### config.mk
export PLATFORM = sky130hd
export DESIGN_NAME = serial_adder_flat
export DESIGN_NICKNAME = d
export VERILOG_FILES = /design/src/rtl/serial_adder_pkg.sv /design/src/rtl/serial_adder_if.sv /design/src/rtl/bhalfadd.sv /design/src/rtl/fa_cell.sv /design/src/rtl/serial_adder.sv /design/src/flat_wrapper.sv
export SDC_FILE = /design/constraint.sdc
export NUM_CORES = 1
export LEC_CHECK = 0
export ABC_CLOCK_PERIOD_IN_PS = 1600
export CAP_MARGIN = 20
export CORE_UTILIZATION = 45
export DETAILED_ROUTE_END_ITERATION = 8
export PLACE_DENSITY = 0.73
export SYNTH_ARGS = -nofsm -noshare
export SYNTH_HDL_FRONTEND = slang
export SYNTH_SLANG_ARGS = --single-unit
### constraint.sdc
create_clock -name clk -period 1.6 [get_ports clk]
set_clock_uncertainty 0.15 [all_clocks]
set_input_delay 0.48 -clock clk [delete_from_list [all_inputs] [get_ports clk]]
set_output_delay 0.48 -clock clk [all_outputs]
set_load 0.03 [all_outputs]
### src/rtl/serial_adder_pkg.sv
// Shared constants for the bit-serial adder: FSM state encoding and width.
package serial_adder_pkg;

  localparam int unsigned SA_STATE_W = 2;

  typedef enum logic [SA_STATE_W-1:0] {
    SA_IDLE = 2'b00,
    SA_RUN  = 2'b01,
    SA_DONE = 2'b10
  } sa_state_e;

endpackage

### src/rtl/serial_adder_if.sv
// Operand/result handshake bundle of the bit-serial adder.
interface serial_adder_if #(parameter int WIDTH = 8);

  logic             in_valid;
  logic             in_ready;
  logic [WIDTH-1:0] a;
  logic [WIDTH-1:0] b;
  logic             out_valid;
  logic             out_ready;
  logic [WIDTH-1:0] sum;
  logic             cout;
  logic             busy;

  modport master (
    output in_valid, a, b, out_ready,
    input  in_ready, out_valid, sum, cout, busy
  );

  modport slave (
    input  in_valid, a, b, out_ready,
    output in_ready, out_valid, sum, cout, busy
  );

endinterface

### src/rtl/bhalfadd.sv
// Half-adder cell of the downstream datapath.
module bhalfadd (
  input  logic a,
  input  logic b,
  output logic s,
  output logic c
);

  assign s = a ^ b;
  assign c = a & b;

endmodule

### src/rtl/fa_cell.sv
// Full adder built from two half-adder cells; carries from both stages are ORed.
module fa_cell (
  input  logic a,
  input  logic b,
  input  logic cin,
  output logic s,
  output logic co
);

  logic s1_s;
  logic c1_s;
  logic c2_s;

  bhalfadd u_ha0 (.a(a),    .b(b),   .s(s1_s), .c(c1_s));
  bhalfadd u_ha1 (.a(s1_s), .b(cin), .s(s),    .c(c2_s));

  assign co = c1_s | c2_s;

endmodule

### src/rtl/serial_adder.sv
// Bit-serial unsigned adder, LSB first, one bit per clock, with valid/ready on
// both the operand and the result side.
module serial_adder
  import serial_adder_pkg::*;
#(
  parameter int WIDTH = 8
) (
  input  logic          clk,
  input  logic          rst,
  serial_adder_if.slave bus
);

  localparam int CW = (WIDTH > 1) ? $clog2(WIDTH) : 1;
  localparam logic [CW-1:0] LAST_BIT = CW'(WIDTH - 1);

  sa_state_e        state_r;
  sa_state_e        state_nx_s;
  logic [WIDTH-1:0] a_sh_r;
  logic [WIDTH-1:0] b_sh_r;
  logic [WIDTH-1:0] sum_r;
  logic             carry_r;
  logic             cout_r;
  logic [CW-1:0]    cnt_r;
  logic             s_s;
  logic             co_s;
  logic             in_ready_s;
  logic             out_valid_s;
  logic             busy_s;

  fa_cell u_fa (
    .a  (a_sh_r[0]),
    .b  (b_sh_r[0]),
    .cin(carry_r),
    .s  (s_s),
    .co (co_s)
  );

  // FSM state register
  always_ff @(posedge clk or posedge rst) begin
    if (rst) begin
      state_r <= SA_IDLE;
    end else begin
      state_r <= state_nx_s;
    end
  end

  // FSM next-state decode; the unused encoding falls back to IDLE
  always_comb begin
    state_nx_s = SA_IDLE;
    case (state_r)
      SA_IDLE: begin
        if (bus.in_valid) state_nx_s = SA_RUN;
        else              state_nx_s = SA_IDLE;
      end
      SA_RUN: begin
        if (cnt_r == LAST_BIT) state_nx_s = SA_DONE;
        else                   state_nx_s = SA_RUN;
      end
      SA_DONE: begin
        if (bus.out_ready) state_nx_s = SA_IDLE;
        else               state_nx_s = SA_DONE;
      end
      default: state_nx_s = SA_IDLE;
    endcase
  end

  // Handshake/status outputs decoded from the registered state only
  always_comb begin
    in_ready_s  = 1'b0;
    out_valid_s = 1'b0;
    busy_s      = 1'b0;
    case (state_r)
      SA_IDLE: in_ready_s  = 1'b1;
      SA_RUN:  busy_s      = 1'b1;
      SA_DONE: out_valid_s = 1'b1;
      default: begin
        in_ready_s  = 1'b0;
        out_valid_s = 1'b0;
        busy_s      = 1'b0;
      end
    endcase
  end

  // Operand shifters, carry, bit counter and result; sum/cout move only in RUN
  always_ff @(posedge clk or posedge rst) begin
    if (rst) begin
      a_sh_r  <= {WIDTH{1'b0}};
      b_sh_r  <= {WIDTH{1'b0}};
      sum_r   <= {WIDTH{1'b0}};
      carry_r <= 1'b0;
      cout_r  <= 1'b0;
      cnt_r   <= {CW{1'b0}};
    end else begin
      case (state_r)
        SA_IDLE: begin
          if (bus.in_valid) begin
            a_sh_r  <= bus.a;
            b_sh_r  <= bus.b;
            carry_r <= 1'b0;
            cnt_r   <= {CW{1'b0}};
          end
        end
        SA_RUN: begin
          sum_r   <= {s_s, sum_r[WIDTH-1:1]};
          carry_r <= co_s;
          a_sh_r  <= {1'b0, a_sh_r[WIDTH-1:1]};
          b_sh_r  <= {1'b0, b_sh_r[WIDTH-1:1]};
          if (cnt_r == LAST_BIT) begin
            cout_r <= co_s;
          end else begin
            cnt_r <= cnt_r + {{(CW-1){1'b0}}, 1'b1};
          end
        end
        default: begin
          sum_r  <= sum_r;
          cout_r <= cout_r;
        end
      endcase
    end
  end

  assign bus.in_ready  = in_ready_s;
  assign bus.out_valid = out_valid_s;
  assign bus.busy      = busy_s;
  assign bus.sum       = sum_r;
  assign bus.cout      = cout_r;

endmodule

### src/flat_wrapper.sv
// flat-port wrapper written by rule: the top's interface ports become plain ports
module serial_adder_flat import serial_adder_pkg::*;
#(
  parameter int WIDTH = 8
)
  (clk, rst, bus_in_valid, bus_a, bus_b, bus_out_ready, bus_in_ready, bus_out_valid, bus_sum, bus_cout, bus_busy);
  serial_adder_if #(.WIDTH(WIDTH)) bus_i ();
  input  logic clk;
  input  logic rst;
  input wire logic [$bits(bus_i.in_valid)-1:0] bus_in_valid;
  input wire logic [$bits(bus_i.a)-1:0] bus_a;
  input wire logic [$bits(bus_i.b)-1:0] bus_b;
  input wire logic [$bits(bus_i.out_ready)-1:0] bus_out_ready;
  output wire logic [$bits(bus_i.in_ready)-1:0] bus_in_ready;
  output wire logic [$bits(bus_i.out_valid)-1:0] bus_out_valid;
  output wire logic [$bits(bus_i.sum)-1:0] bus_sum;
  output wire logic [$bits(bus_i.cout)-1:0] bus_cout;
  output wire logic [$bits(bus_i.busy)-1:0] bus_busy;
  assign bus_i.in_valid = bus_in_valid;
  assign bus_i.a = bus_a;
  assign bus_i.b = bus_b;
  assign bus_i.out_ready = bus_out_ready;
  assign bus_in_ready = bus_i.in_ready;
  assign bus_out_valid = bus_i.out_valid;
  assign bus_sum = bus_i.sum;
  assign bus_cout = bus_i.cout;
  assign bus_busy = bus_i.busy;
  serial_adder #(.WIDTH(WIDTH)) u_core (.clk(clk), .rst(rst), .bus(bus_i));
endmodule
==> impl_metrics.ini <==
[run_status]
status = finished, violations left
violations = setup timing

[place]
dpl_cell_area_mm2 = 0.001817
dp.cells = 221
dpl.hpwl_mm = 2.259
place_congestion = 0.8039
port_buffers = 31

[synthesis]
synth.yosys.seq_area_share = 0.5439
synth_compound_area_frac = 0.2193
synth_flop_cell = dfrtp_1
synth_area_mm2 = 0.001426
synth.ff_latch_count = 31
synth_edf_count = 0
synth_area_leaders = dfrtp_1, o22ai_1, nand2_1
synth_top_family_by_area = compound AO/OA/AOI/OAI gates
yosys.area.top_type_share = 0.5439
synth-async-reset-ratio = 1.000
synth-xor-area-share = 0
synth-simple-area-share = 0.1289
syn-num-nets = 166
yosysTopAreaCell = dfrtp_1
syn_inst = 143
ys_types = 30
yosys_warnings = 0
syn_area_per_cell_um2 = 9.975
synthMuxAreaShare = 0.01053
yosys.area_share.adder = 0.03158

[grt]
grt_pass1_vias = 1146
gr-total-overflow = 0
grt_antenna_before_repair = 0
grt_usage = 0.2100
grt_pass1_wl_mm = 5.271
grt_max_degree = 32

[floorplanning]
fp.dieArea_mm2 = 0.003399
core_mm2 = 0.003028
num_rows = 20
ioPinCount = 32
die_x_um = 58.30
die_h_um = 58.30
initial_core_util = 0.4711

[timing]
rsz0062_at_grt = yes
relSlewSlack = 0.8246
worst_slack_ns = -0.1859
hold_viol_final = 0
tightest_slew_ns = 0.2604
period_minus_slack_ns = 1.786
final-setup-viol-count = 3
timing.fmax_ghz = 0.5599
finalCritPeriodShare = 1.116
slew_violations = 0

[worst_setup_path]
cp.required_ns = 0.97
cp_slowest_cell = dfrtp_2
max_stage_delay_ns = 0.47
worstPathMaxFanout = 5
cp_top_family = flip-flops
crit_type = flop to output port
endpoint_kind = output port
ff2ff_path_depth = 4
r2r-end = u_core.bus.cout$_DFFE_PP0P_
ff2ff_setup_slack_ns = 0.08
critical_path_buf_inv_count = 2
start_kind = flop
worstReg2RegStart = u_core.cnt_r[0]$_DFFE_PP0P_
crit_chain = nand2b_4 -> inv_2 -> buf_6
worstPathArrival_ns = 1.16

[power_and_ir_drop]
power_density_mw_per_mm2 = 1886
ir_drop_v = 0.0007859
leakage_nw = 0.8754

[cells_and_area]
multi_input_area_um2 = 584.3
fin_nets = 210
n_fill_cell = 254
fin_area_mm2 = 0.001928
seq_area_um2 = 778.2
drive_gt1_frac = 0.2606
area_growth_syn_to_layout_pct = 35.18
diodes = 0
fin_cells = 232
post-route-util = 0.6368

[clock_tree]
clock_latency_ns = 0.33
root_buffer = clkbuf_4
cts_buffer_depth = 2
numCtsBuffers = 5
cts_num_sinks = 31
htreeDepth = 2
clkTransAtPathRegs_ns = 0.10
cts_tree = built

[detailed_routing]
via_per_inst = 5.388
remaining_drc_errors = 0
dr.pass1.iters = 4
drt_iter0_markers = 76
wire_per_inst_um = 13.91
detail-route-antenna-nets = 0
routed_wl_mm = 3.226
vias = 1250

[run]
cap_viol_max_count = 0

[hold_path]
holdCritPathClass = input port to asynchronous set/reset pin
==> cell usage after synthesis, types with 3 or more instances <==
cell type and n:
a21oi_1 14, buf_2 5, dfrtp_1 31, inv_1 8, nand2_1 25, nand2b_1 3
nor2_1 5, nor3b_1 3, o22a_1 3, o22ai_1 18, o2bb2ai_1 3
==> area by class of cell <==
type                       count  share of cell area
sequential                    31              0.4036
multi-input combinational     93              0.3030
timing repair buffer          47              0.2200
clock buffer                   5             0.01947
inverter                       9             0.01752
clock inverter                 3            0.007787
tap                           44             0.02855
==> worst register-to-register path, stage by stage, from the launching register on <==
cell,delay (ns)
dfrtp_1,0.44
ha_1,0.22
ha_2,0.22
nand2_2,0.10
mux2_4,0.30
==> cells in the final DEF (no fill, tap or decap), types with 2 or more instances in the layout <==
| cell type | n |
|---|---|
| a21oi_1 | 14 |
| a22oi_1 | 2 |
| buf_4 | 24 |
| buf_6 | 3 |
| clkbuf_4 | 5 |
| clkdlybuf4s50_1 | 19 |
| clkinv_2 | 3 |
| dfrtp_1 | 29 |
| dfrtp_2 | 2 |
| inv_1 | 7 |
| inv_2 | 2 |
| nand2_1 | 25 |
| nand2b_1 | 2 |
| nor2_1 | 2 |
| nor2_2 | 2 |
| nor3_1 | 2 |
| nor3b_1 | 2 |
| o21ai_0 | 2 |
| o22a_1 | 3 |
| o22ai_1 | 18 |
| o2bb2ai_1 | 3 |
| o31ai_1 | 2 |
==> cells by family (layout without fill, tap and decap cells) <==
| group | count (synthesis) | after routing |
|---|---|---|
| muxes | 1 | 1 |
| DFF | 31 | 31 |
| buffers and inverters | 19 | 64 |
| adders and majority gates | 3 | 3 |
| AOI/OAI and AO/OA | 48 | 48 |
| and+or+nand+nor | 41 | 41 |
==> power breakdown <==
| group | switching, mW | internal (mW) |
|---|---|---|
| Sequential | 0.295 | 1.14 |
| Combinational | 0.956 | 0.802 |
| Clock | 0.275 | 0.163 |
| Total | 1.53 | 2.11 |
==> worst max-delay path by stage <==
stage | startpoint | end | slack [ns] | cells after the start
after floorplan | u_core.state_r[0]$_DFF_PP0_ | bus_in_ready | 0.06 | 2
after global placement | bus_in_valid | u_core.a_sh_r[3]$_DFFE_PP0P_ | -0.26 | 5
after detailed placement | bus_in_valid | u_core.a_sh_r[4]$_DFFE_PP0P_ | -0.31 | 5
after CTS | u_core.state_r[1]$_DFF_PP0_ | bus_busy | -0.18 | 3
after global routing | u_core.state_r[1]$_DFF_PP0_ | bus_busy | -0.24 | 3
final | u_core.state_r[1]$_DFF_PP0_ | bus_busy | -0.19 | 3
==> routing by layer <==
| metal | vias up | wire (um) | global-route usage |
|---|---|---|---|
| met5 | - | 0 | 0 |
| met2 | 57 | 1596 | 0.3415 |
| li1 | 598 | - | - |
| met1 | 587 | 1361 | 0.2742 |
| met3 | 8 | 213 | 0.04176 |
| met4 | 0 | 54 | 0.09184 |
==> per-stage QoR <==
stage | worst slack [ns] | setup TNS, ns | hold slack (ns) | total power, mW
after floorplan | 0.05661 | 0 | 0.3225 | 2.562
after global placement | -0.2588 | -3.739 | 0.3149 | 3.017
after detailed placement | -0.3095 | -3.971 | 0.3291 | 3.115
after CTS | -0.1850 | -0.4844 | 0.3235 | 3.640
after global routing | -0.2440 | -0.6518 | 0.3550 | 3.907
final | -0.1859 | -0.4841 | 0.3269 | 3.635
==> timing repair <==
item | CTS | global route
hold endpoints to repair | 0 | 0
pin swaps | 1 | 0
endpoints found under the setup margin | 3 | 9
setup buffers | 3 | 0
gates resized for setup | 8 | 3
hold buffers | 0 | 0
==> flip-flops by register name, indices dropped and copies added, names as in the netlist <==
name,cells
u_core.a_sh_r,8
u_core.b_sh_r,8
u_core.bus.cout,1
u_core.bus.sum,8
u_core.carry_r,1
u_core.cnt_r,3
u_core.state_r,2
Power figures use the tool's default switching activity.
==> edit 1: new RTL, config.mk and constraints unchanged <==
`WIDTH` is set to 8 in 3 places; all go to 4.
--- a/src/rtl/serial_adder_if.sv
+++ b/src/rtl/serial_adder_if.sv
@@ -1,3 +1,3 @@
 // Operand/result handshake bundle of the bit-serial adder.
-interface serial_adder_if #(parameter int WIDTH = 8);
+interface serial_adder_if #(parameter int WIDTH = 4);
 
--- a/src/rtl/serial_adder.sv
+++ b/src/rtl/serial_adder.sv
@@ -5,3 +5,3 @@
 #(
-  parameter int WIDTH = 8
+  parameter int WIDTH = 4
 ) (
--- a/src/flat_wrapper.sv
+++ b/src/flat_wrapper.sv
@@ -3,3 +3,3 @@
 #(
-  parameter int WIDTH = 8
+  parameter int WIDTH = 4
 )
Interface: changed (resized bus_a, bus_b and bus_sum); port bits go from 32 to 20. No check against the original RTL was run, so the function may have changed too.
==> edit 1 against the unedited design <==
- the run still ends with negative setup slack left
- area after synthesis shrank 40%
- wire length down 45%
- setup slack improved by 0.062 ns
- power decreased by 28%
- design area fell by 35%
- final cell count down 43%
- combinational power decreased by 11%
- sequential cell count decreased by 13
- utilization up 7.9 points
- highest routed layer unchanged
==> edit 1: results (changes against the unedited design) <==
status = finished with violations
failing checks = negative setup slack
Worst VDD drop = 1.18 mV (+50%)
leakage power = 0.000605 uW (-31%)
top cells by count, synth = dfrtp_1 (18), inv_1 (9), mux2_1 (5), nor2b_1 (5), a222oi_1 (4)
worst-skew pair later-pin latency = 0.28 ns (-0.05 ns)
1st-iter DRT viols = 25 (-67%)
Max-slew headroom = 80.1% (-2.3 points)
PwrDens = 2060 nW/um2 (+9.4%)
Net count, final = 123 (-41%)
slowest stage cell, crit path = dfrtp_1
setup ws final = -0.124 ns (+0.0623 ns)
CTS H-tree depth = 1 (-1)
sequential-to-total area share from yosys stat = 52.5% (-1.9 points)
share of cells above drive strength 1 = 36.4% (+10 points)
pre-CTS setup slack = -0.202 ns (+0.107 ns)
clock buffer count from CTS = 3 (-2)
combinational power share = 60.2% (+12 points)
drt wl/cell = 13.4 um (-3.4%)
cells after synthesis = 71 (-50%)
Post-CTS Resized = 9 (+1)
Seq pwr share = 31.8% (-7.8 points)
CP max stage delay = 0.44 ns (-0.03 ns)
cell internal pwr = 1600 uW (-24%)
CP max FO = 3 (-2)
drt pass-1 iters = 5 (+1)
GRT Resource Usage Total = 19.5% (-1.5 points)
final setup violation count = 3 (unchanged)
Fillers = 139 (-45%)
first-pass GRT wire length = 2840 um (-46%)
top post-synthesis cells by area = dfrtp_1 (52%), mux2_1 (6.6%), a222oi_1 (4.7%)
Area after DPL = 1120 um2 (-38%)
Non-Filler Instances = 132 (-43%)
vias per inst = 5.35 (-0.73%)
Worst Hold Slack = 0.345 ns (+0.0180 ns)
Post-Syn Nets = 85 (-49%)
==> edit 1: cell types whose count changed after synthesis, sizes merged, moves of 4 or more <==
| cell | delta |
|---|---|
| a21oi | -13 |
| a222oi | +4 |
| dfrtp | -13 |
| mux2 | +4 |
| nand2 | -26 |
| nor2b | +4 |
| o22ai | -18 |
==> edit 1: final timing paths <==
kind                       cells after the start                             to
setup / recovery                               3                   bus_in_ready
hold / removal                                 1  u_core.bus.sum[0]$_DFFE_PP0P_
setup reg to reg                               5    u_core.cnt_r[1]$_DFFE_PP0P_
hold reg to reg                                1  u_core.bus.sum[0]$_DFFE_PP0P_
max in group asynchronous                      3   u_core.b_sh_r[2]$_DFFE_PP0P_
min in group asynchronous                      3   u_core.a_sh_r[0]$_DFFE_PP0P_
==> edit 1: logic make-up after synthesis <==
group / share of synthesized area (%)
DFF: 52.5
buffers and inverters: 7.43
muxes: 6.56
adders and majority gates: 3.79
AOI/OAI and AO/OA: 15.6
and+or+nand+nor: 14.1
==> edit 1: layer usage <==
layer	vias up	track usage (%)	routed length, um
met3	2	3.57	69
met5	-	0	0
li1	332	-	-
met1	351	25.3	790
met4	0	9.09	15
met2	21	31.4	897
==> edit 1: final cells by class <==
| type | instances | area [um2] | area share, % |
|---|---|---|---|
| flip-flops and latches | 18 | 450 | 35.7 |
| multi-input cells | 39 | 383 | 30.3 |
| repair buffers | 38 | 342 | 27.1 |
| inverters | 9 | 33.8 | 2.68 |
| well taps | 25 | 31.3 | 2.48 |
| clock buffers | 3 | 22.5 | 1.78 |
==> edit 1: worst reg2reg max path, delay by kind of cell, from the launching register on <==
kind	cells	cell delay [ns]
compound gates	2	0.45
flops	1	0.44
buf+inv	3	0.41
==> edit 2: new RTL, same flow settings <==
Without the edit above. Make the reset (`rst`) synchronous in 2 clocked blocks.
--- a/src/rtl/serial_adder.sv
+++ b/src/rtl/serial_adder.sv
@@ -38,3 +38,3 @@
   // FSM state register
-  always_ff @(posedge clk or posedge rst) begin
+  always_ff @(posedge clk) begin
     if (rst) begin
@@ -84,3 +84,3 @@
   // Operand shifters, carry, bit counter and result; sum/cout move only in RUN
-  always_ff @(posedge clk or posedge rst) begin
+  always_ff @(posedge clk) begin
     if (rst) begin
Function: differs if rst is asserted again (counterexample within 4 cycles, from zero or initial values and one cycle with rst high); with rst held inactive, the same outputs for 10 cycles.
==> edit 2 against the unedited design <==
- sequential cell count unchanged
- area after synthesis up 1.3%
- setup slack better by 0.12 ns
- via count down 5.8%
- the run still ends with negative setup slack left
- largest cell class is now multi-input combinational cells
- sequential share of layout area down 7.7 points
- hold slack worse by 0.0059 ns
- synthesized cell count up 2.1%
- final cell count down 0.43%
- wire length down 13%
- design area down 0.32%
- global-route usage down 2.1 points
Power is not compared: it rests on default switching activity, and its combinational part moved more than twofold at a synthesized area within 25%.
==> edit 2: results (changes against the unedited design) <==
status = finished with violations
failing checks = negative setup slack
GP Congestion = 0.684 (-15%)
pre-CTS setup slack = -0.255 ns (+0.0541 ns)
Critical Path AT = 1.04 ns (-0.12 ns)
sequential-to-total area share from yosys stat = 42.9% (-11 points)
leakage power = 0.000745 uW
Worst Hold Slack = 0.321 ns (-0.00594 ns)
IO Port Bufs = 31 (unchanged)
Worst VDD drop = 0.557 mV
Synthesis Warnings = 0 (unchanged)
top post-synthesis cells by area = dfxtp_1 (43%), a211oi_2 (12%), mux2i_1 (10%)
flop2flop setup slack = 0.07 ns
first-pass GRT wire length = 4780 um (-9.3%)
hpwl dp = 1980 um (-12%)
Yosys cell types = 28 (-6.7%)
setup ws final = -0.0686 ns (+0.117 ns)
Reg clk slew, reported paths = 0.10 ns (about the same)
CP max stage delay = 0.38 ns (-0.09 ns)
reg2reg end = u_core.cnt_r[0]$_SDFFE_PP0P_
Fillers = 266 (+4.7%)
Clock Tree Buf Depth = 2 (unchanged)
CTS Root Cell = clkbuf_4
actual slew at the worst max-slew pin = 0.289 ns (+0.0285 ns)
CTS H-tree depth = 2 (unchanged)
initial antenna violation count = 0 (unchanged)
ys async rst share = 0% (-100 points)
Worst Reg-to-Reg Cells = 5 (+1)
CP max FO = 5 (unchanged)
Worst Hold Class = register to register
via count = 1178 (-5.8%)
Worst Hold End = u_core.bus.sum[5]$_SDFFE_PP0N_
vias in the first global route = 1130 (-1.4%)
RR Startpoint = u_core.cnt_r[0]$_SDFFE_PP0P_
drt pass-1 iters = 4 (unchanged)
wirelength, routed = 2810 um (-13%)
slowest stage cell, crit path = dfxtp_4
top cells by count, synth = dfxtp_1 (31), nand2_1 (20), mux2i_1 (15), a211oi_2 (14), nor2_1 (13)
Post-Syn Nets = 169 (+1.8%)
1st-iter DRT viols = 45 (-41%)
share of cells above drive strength 1 = 33.2% (+7.1 points)
GRT Resource Usage Total = 18.9% (-2.1 points)
final setup violation count = 3 (unchanged)
commonest register cell after synthesis = dfxtp_1
Net count, final = 209 (-0.48%)
## edit 2: changes by cell type in the layout (fill, tap and decap cells not counted), sizes merged, moves of 5 or more
cell    delta
nand3      +5
mux2i     +15
a211oi    +14
inv        -7
nand2      -6
dfrtp     -31
dfxtp     +31
nor2      +14
o22ai     -18
## edit 2: repair_timing
| item | in CTS | in global routing |
|---|---|---|
| endpoints found under the hold margin | 0 | 0 |
| resized for setup | 11 | 2 |
| setup endpoints to repair | 3 | 4 |
| setup buffers | 2 | 0 |
## edit 2: cells by family after synthesis
family / share of synthesized area (%)
AND/OR/NAND/NOR: 15.7
AO/OA/AOI/OAI: 20.6
flip-flops: 42.9
multiplexers: 10.4
buffers and inverters: 7.27
adder cells (fa/ha/maj): 3.12
## edit 2: worst max path at each step
stage,start,to,slack [ns],cells after the start
after CTS,u_core.state_r[1]$_SDFF_PP0_,bus_busy,-0.08,3
after global routing,u_core.state_r[1]$_SDFF_PP0_,bus_busy,-0.11,3
after detailed placement,bus_in_valid,u_core.a_sh_r[3]$_SDFFE_PP0P_,-0.26,5
after floorplan,u_core.state_r[1]$_SDFF_PP0_,bus_out_valid,0.05,1
after global placement,bus_in_valid,u_core.a_sh_r[0]$_SDFFE_PP0P_,-0.21,5
final,u_core.state_r[1]$_SDFF_PP0_,bus_busy,-0.07,3
## edit 2: final cells by class
class | count | share of cell area [%]
Timing Repair Buffer | 45 | 22.6
Tap cell | 44 | 2.86
Multi-Input combinational cell | 101 | 38.7
Inverter | 2 | 0.391
Clock inverter | 3 | 0.781
Clock buffer | 5 | 1.95
Sequential cell | 31 | 32.7
## edit 2: tightest hold or removal path, delay by kind of cell, from the launching register on
| family | cells | cell delay (ns) |
|---|---|---|
| AOI/OAI and AO/OA | 1 | 0.05 |
| DFF | 1 | 0.33 |
| and+or+nand+nor | 1 | 0.05 |
## edit 2: routing by layer
metal	GRT usage, %	routed length, um	up-vias
met5	0	0	-
met4	8.16	48	0
met3	6.59	133	6
met2	32.0	1410	32
met1	21.5	1220	547
li1	-	-	593
## edit 2: power by group
part | internal [uW] | switching [uW]
clock | 163 | 265
combinational | 160 | 137
sequential | 812 | 32.2
## edit 2: per-stage QoR
| step | utilization, % | std cells | TNS [ns] | area (um2) | total power, uW |
|---|---|---|---|---|---|
| floorplan | - | 146 | 0 | 1450 | 1050 |
| global placement | 59.3 | 221 | -3.09 | 1810 | 1140 |
| detailed placement | 59.3 | 221 | -3.70 | 1810 | 1150 |
| CTS | 62.7 | 231 | -0.207 | 1910 | 1590 |
| global route | 63.0 | 231 | -0.291 | 1920 | 1660 |
| finish | 63.0 | 231 | -0.161 | 1920 | 1570 |
